## config.mk

```make
export PLATFORM = sky130hd
export DESIGN_NAME = regfile_mp_sb
export DESIGN_NICKNAME = d
export VERILOG_FILES = /design/src/rtl/regfile_mp_sb_pkg.sv /design/src/rtl/regfile_rd_bypass.sv /design/src/rtl/regfile_mp_sb.sv
export SDC_FILE = /design/constraint.sdc
export NUM_CORES = 2
export LEC_CHECK = 0
export ABC_CLOCK_PERIOD_IN_PS = 5400
export CORE_MARGIN = 1
export CORE_UTILIZATION = 28
export CTS_CLUSTER_DIAMETER = 80
export DETAILED_ROUTE_END_ITERATION = 10
export PLACE_DENSITY_LB_ADDON = 0.12
export REMOVE_ABC_BUFFERS = 1
export SYNTH_ARGS = -nofsm -noshare
export SYNTH_HDL_FRONTEND = slang
export SYNTH_SLANG_ARGS = --single-unit
```

## constraint.sdc

```tcl
create_clock -name clk -period 5.4 [get_ports clk]
set_input_delay 0.54 -clock clk [delete_from_list [all_inputs] [get_ports clk]]
set_output_delay 0.54 -clock clk [all_outputs]
set_load 0.02 [all_outputs]
```

## src/rtl/regfile_mp_sb_pkg.sv

```systemverilog
// Shared definitions for the multi-port scoreboarded register file.
package regfile_mp_sb_pkg;

  typedef enum logic {RF_INIT, RF_RUN} rf_state_e;

  localparam int RF_ZERO_ADDR = 0;

endpackage

```

## src/rtl/regfile_rd_bypass.sv

```systemverilog
// One read port: zero-register masking, WB-over-LD write bypass, busy masking.
module regfile_rd_bypass
  import regfile_mp_sb_pkg::*;
#(
  parameter int XLEN     = 32,
  parameter int AW       = 5,
  parameter int ZERO_REG = 1
) (
  input  logic            run,
  input  logic [AW-1:0]   rd_addr,
  input  logic [XLEN-1:0] arr_word,
  input  logic            wb_we,
  input  logic [AW-1:0]   wb_addr,
  input  logic [XLEN-1:0] wb_data,
  input  logic            ld_we,
  input  logic [AW-1:0]   ld_addr,
  input  logic [XLEN-1:0] ld_data,
  input  logic            busy_bit,
  output logic [XLEN-1:0] rd_data,
  output logic            rd_busy
);

  logic zero, wb_hit, ld_hit;

  assign zero   = (ZERO_REG != 0) && (rd_addr == AW'(RF_ZERO_ADDR));
  assign wb_hit = wb_we && (wb_addr == rd_addr);
  assign ld_hit = ld_we && (ld_addr == rd_addr);

  always_comb begin
    rd_data = '0;
    rd_busy = 1'b0;
    if (run && !zero) begin
      if (wb_hit)      rd_data = wb_data;
      else if (ld_hit) rd_data = ld_data;
      else             rd_data = arr_word;
      // a write landing this cycle retires the producer, matching the bypassed data
      rd_busy = busy_bit && !(wb_hit || ld_hit);
    end
  end

endmodule

```

## src/rtl/regfile_mp_sb.sv

```systemverilog
// Register file with NRD bypassed read ports, WB/LD write ports, busy scoreboard
// and a post-reset clear sweep so the array itself carries no reset.
module regfile_mp_sb
  import regfile_mp_sb_pkg::*;
#(
  parameter  int XLEN     = 32,
  parameter  int NREGS    = 32,
  parameter  int NRD      = 2,
  parameter  int ZERO_REG = 1,
  localparam int AW       = $clog2(NREGS)
) (
  input  logic                clk,
  input  logic                rst,
  output logic                init_done,
  input  logic [NRD*AW-1:0]   rs_addr,
  output logic [NRD*XLEN-1:0] rs_data,
  output logic [NRD-1:0]      rs_busy,
  input  logic                wb_en,
  input  logic [AW-1:0]       wb_addr,
  input  logic [XLEN-1:0]     wb_data,
  input  logic                ld_en,
  input  logic [AW-1:0]       ld_addr,
  input  logic [XLEN-1:0]     ld_data,
  input  logic                iss_en,
  input  logic [AW-1:0]       iss_addr,
  input  logic                flush
);

  rf_state_e         state, state_nxt;
  logic [AW-1:0]     cnt;
  logic [NREGS-1:0]  busy, busy_nxt;
  logic [XLEN-1:0]   mem [NREGS];
  logic              run, wb_we, ld_we, iss_we;

  assign run    = (state == RF_RUN);
  assign wb_we  = run && wb_en  && !((ZERO_REG != 0) && (wb_addr  == AW'(RF_ZERO_ADDR)));
  assign ld_we  = run && ld_en  && !((ZERO_REG != 0) && (ld_addr  == AW'(RF_ZERO_ADDR)));
  assign iss_we = run && iss_en && !((ZERO_REG != 0) && (iss_addr == AW'(RF_ZERO_ADDR)));

  always_comb begin
    state_nxt = state;
    case (state)
      RF_INIT: if (cnt == AW'(NREGS-1)) state_nxt = RF_RUN;
      default: state_nxt = state;
    endcase
  end

  // set after clear so a new producer keeps ownership; flush trumps both
  always_comb begin
    busy_nxt = busy;
    if (run) begin
      for (int a = 0; a < NREGS; a++) begin
        if ((wb_we && wb_addr == AW'(a)) || (ld_we && ld_addr == AW'(a))) busy_nxt[a] = 1'b0;
        if (iss_we && iss_addr == AW'(a)) busy_nxt[a] = 1'b1;
      end
      if (flush) busy_nxt = '0;
    end
  end

  always_ff @(posedge clk) begin
    if (rst) begin
      state     <= RF_INIT;
      cnt       <= '0;
      busy      <= '0;
      init_done <= 1'b0;
    end else begin
      state     <= state_nxt;
      init_done <= (state_nxt == RF_RUN);
      busy      <= busy_nxt;
      if (!run) cnt <= cnt + AW'(1);
    end
  end

  always_ff @(posedge clk) begin
    if (!rst) begin
      if (!run) mem[cnt] <= '0;
      else begin
        if (ld_we && !(wb_we && wb_addr == ld_addr)) mem[ld_addr] <= ld_data;
        if (wb_we) mem[wb_addr] <= wb_data;
      end
    end
  end

  for (genvar k = 0; k < NRD; k++) begin : g_rd
    logic [AW-1:0] a;
    assign a = rs_addr[k*AW +: AW];
    regfile_rd_bypass #(.XLEN(XLEN), .AW(AW), .ZERO_REG(ZERO_REG)) u_rd (
      .run      (run),
      .rd_addr  (a),
      .arr_word (mem[a]),
      .wb_we    (wb_we),
      .wb_addr  (wb_addr),
      .wb_data  (wb_data),
      .ld_we    (ld_we),
      .ld_addr  (ld_addr),
      .ld_data  (ld_data),
      .busy_bit (busy[a]),
      .rd_data  (rs_data[k*XLEN +: XLEN]),
      .rd_busy  (rs_busy[k])
    );
  end

endmodule

```

==> reports/metrics.csv <==
stage,metric,value,unit
detailed_routing,num_vias,49300,
synth,synth_area_leader_cell,edfxtp_1,
timing,fin_crit_sh,0.916,
synth,synthCells,5585,
clock_tree,htreeDepth,4,
run,maxCapViolCount,0,
clock_tree,cts_hold_buf,0,
detailed_routing,viasPerCell,5.76,
grt,grt_max_degree,91,
hold_path,hp-class,input port to register,
timing,finalCriticalPeriod,4.95,ns
synth,synth_top_area_frac,0.481,
synth,synth_area_per_cell,11.4,sq um
worst_setup_path,crit_fanout,26,
outcome,status,completed,
finish,layout.cells.non_filler,8552,
synth,ys_ff_latch,1062,
worst_setup_path,max_stage_delay,0.75,ns
synth,ys_seq_area_frac,0.493,
worst_setup_path,start_kind,register,
timing,worstMarginPinSlew,1.22,ns
clock_tree,cts-buffers-inserted,137,
die,core,226000,sq um
timing,setup_viol,0,
grt,met3_usage,0.0473,
detailed_routing,drc,0,
finish,fillers,22300,
synth,synth_area,63900,sq um
grt,top_usage_layer,met2,
grt,grt_pass1_vias,47400,
grt,grtUsageTotal,0.262,
die,placementRows,174,
placement,port_buffers,161,
synth,synth_warnings,0,
die,die_h,480,microns
pwr,p_leak,21.5,nW
synth,ys_top_cells_by_area,"edfxtp_1 48%, mux4_2 16%, o21ai_0 8.1%, nand2_1 6.5%, mux2i_1 4.8%",
timing,hold_viol,0,
placement,placed_cells,8317,
synth,synth.distinct_cells,70,
worst_setup_path,critPathKind,register to primary output,
timing,maxSlewHeadroom,0.163,
worst_setup_path,cp-end-kind,primary output,
detailed_routing,antenna_left,0,
die,io_pins,162,
synth,synth_edf_count,1024,
die,die_area,230000,sq um
timing,fmax,202,MHz
worst_setup_path,cpMaxStageDelayCell,nor4_1,
detailed_routing,routedWlPerCell,35.7,microns
timing,maxSlewViolCount,0,
placement,gp_congestion,0.820,
detailed_routing,firstDrtPassIters,5,
die,initial_utilization,0.283,
grt,grt_pass1_wl,415,mm
clock_tree,cts_resized,0,
finish,layout_common_cells,"1110 x nand2_1, 1037 x o21ai_0, 1024 x edfxtp_1",
worst_setup_path,cp.arrival,4.41,ns
clock_tree,max-clock-path-buffers,3,
pwr,power_density,263,nW/um^2
clock_tree,post-cts-setup-buffers,0,
timing,finClkSkew,0.0365,ns
finish,layout_commonest_cell,nand2_1,
grt,grt_overflow,0,
die,die_width,480,microns
clock_tree,path_clk_slew,0.06,ns
pwr,peakVddDrop,0.205,mV
synth,async_flop_share,0,
finish,area_growth,15.9,%
timing,fin_tns_setup,0,ns
grt,use_met1,0.349,
clock_tree,clock-sinks,1062,
timing,rsz0062_at_grt,false,
timing,whs,0.440,ns
synth,synthFlopType,edfxtp_1,
clock_tree,cts_root_buf,clkbuf_16,
finish,final_nets,5561,
clock_tree,cts_tree,yes,
clock_tree,clk_latency,0.80,ns
grt,antenna_found_initial,11,
finish,drive_above_1_share,0.198,
detailed_routing,drtIter0Drc,6448,
worst_setup_path,path_cells,nand2_1 -> o21ai_2 -> and4_4 -> buf_12 -> mux2i_1 -> nor4_1 -> clkdlybuf4s50_1,
grt,use_met2,0.425,
placement,dp_hpwl,180,mm
worst_setup_path,required,4.86,ns
detailed_routing,routed_wl,306,mm
[critical path, delay by kind of cell, from the launching register on]
kind	cells	cell delay [ns]
compound gates	1	0.31
buf+inv	2	1.00
mux	1	0.12
simple gates	3	1.45
flops	1	0.65
[synthesized netlist by cell type (27+ instances only)]
library cell / n
a2111oi_0: 31
a21o_1: 32
a21oi_1: 75
buf_1: 66
buf_2: 139
buf_4: 46
clkbuf_1: 457
dfxtp_1: 38
edfxtp_1: 1024
inv_1: 41
mux2_2: 54
mux2i_1: 308
mux4_2: 454
nand2_1: 1110
nand3_1: 47
nand4b_1: 29
nor2_1: 45
nor3_1: 37
nor4_1: 35
o211ai_1: 27
o21ai_0: 1037
o221ai_1: 104
o22a_1: 30
[power by group]
| part | internal [W] | switching [W] |
|---|---|---|
| clock | 0.00497 | 0.00387 |
| sequential | 0.00896 | 0.0000300 |
| combinational | 0.000586 | 0.00107 |
| total | 0.0145 | 0.00496 |
[through the flow]
| stage | cell area [sq um] | utilization | total power (W) | setup WS (ns) |
|---|---|---|---|---|
| finish | 74100 | 0.328 | 0.0195 | 0.453 |
| global route | 74100 | 0.328 | 0.0200 | 0.224 |
| CTS | 74000 | 0.328 | 0.0196 | 0.342 |
| detailed placement | 70000 | 0.310 | 0.0108 | 0.630 |
| global placement | 70000 | 0.310 | 0.0108 | 0.630 |
| floorplan | 60700 | - | 0.00974 | -0.802 |
[sequential cells by signal (all words and copies together), names as in the netlist]
register / cells
busy: 32
cnt: 5
mem: 1024
run: 1
[cells by family after synthesis]
group | after synthesis | share of synthesized area
adder cells (fa/ha/maj) | 2 | 0.000392
AND/OR/NAND/NOR | 1444 | 0.0989
buffers and inverters | 764 | 0.0519
flip-flops | 1062 | 0.493
XOR/XNOR | 28 | 0.00384
AO/OA/AOI/OAI | 1469 | 0.134
multiplexers | 816 | 0.218
[area by class of cell]
cell class              count  area (sq um)  share of cell area
inverters                  42           158             0.00213
multi-input cells        3759         29700               0.401
clock buffers             181          3720              0.0502
flip-flops and latches   1062         31500               0.426
diodes                      2          5.00           0.0000676
clock inverters            52           368             0.00497
well taps                2992          3740              0.0506
repair buffers            462          4850              0.0655
[worst paths after layout]
| kind | start | end | slack (ns) | cells after the start |
|---|---|---|---|---|
| worst min register to register | busy[31] | busy[31] | 0.50 | 2 |
| worst max register to register | run | mem[3][28] | 1.76 | 7 |
| worst min-delay path | wb_data[12] | mem[5][12] | 0.44 | 3 |
| worst max-delay path | run | rs_data[61] | 0.45 | 7 |
[per-layer routing]
metal	part of all wire	vias up	wire length, microns
li1	-	21100	-
met1	0.42	25300	128000
met2	0.47	2377	144000
met3	0.076	507	23100
met4	0.037	4	11300
met5	0.00011	-	35
Note: power is estimated with default switching activity, not from simulation.
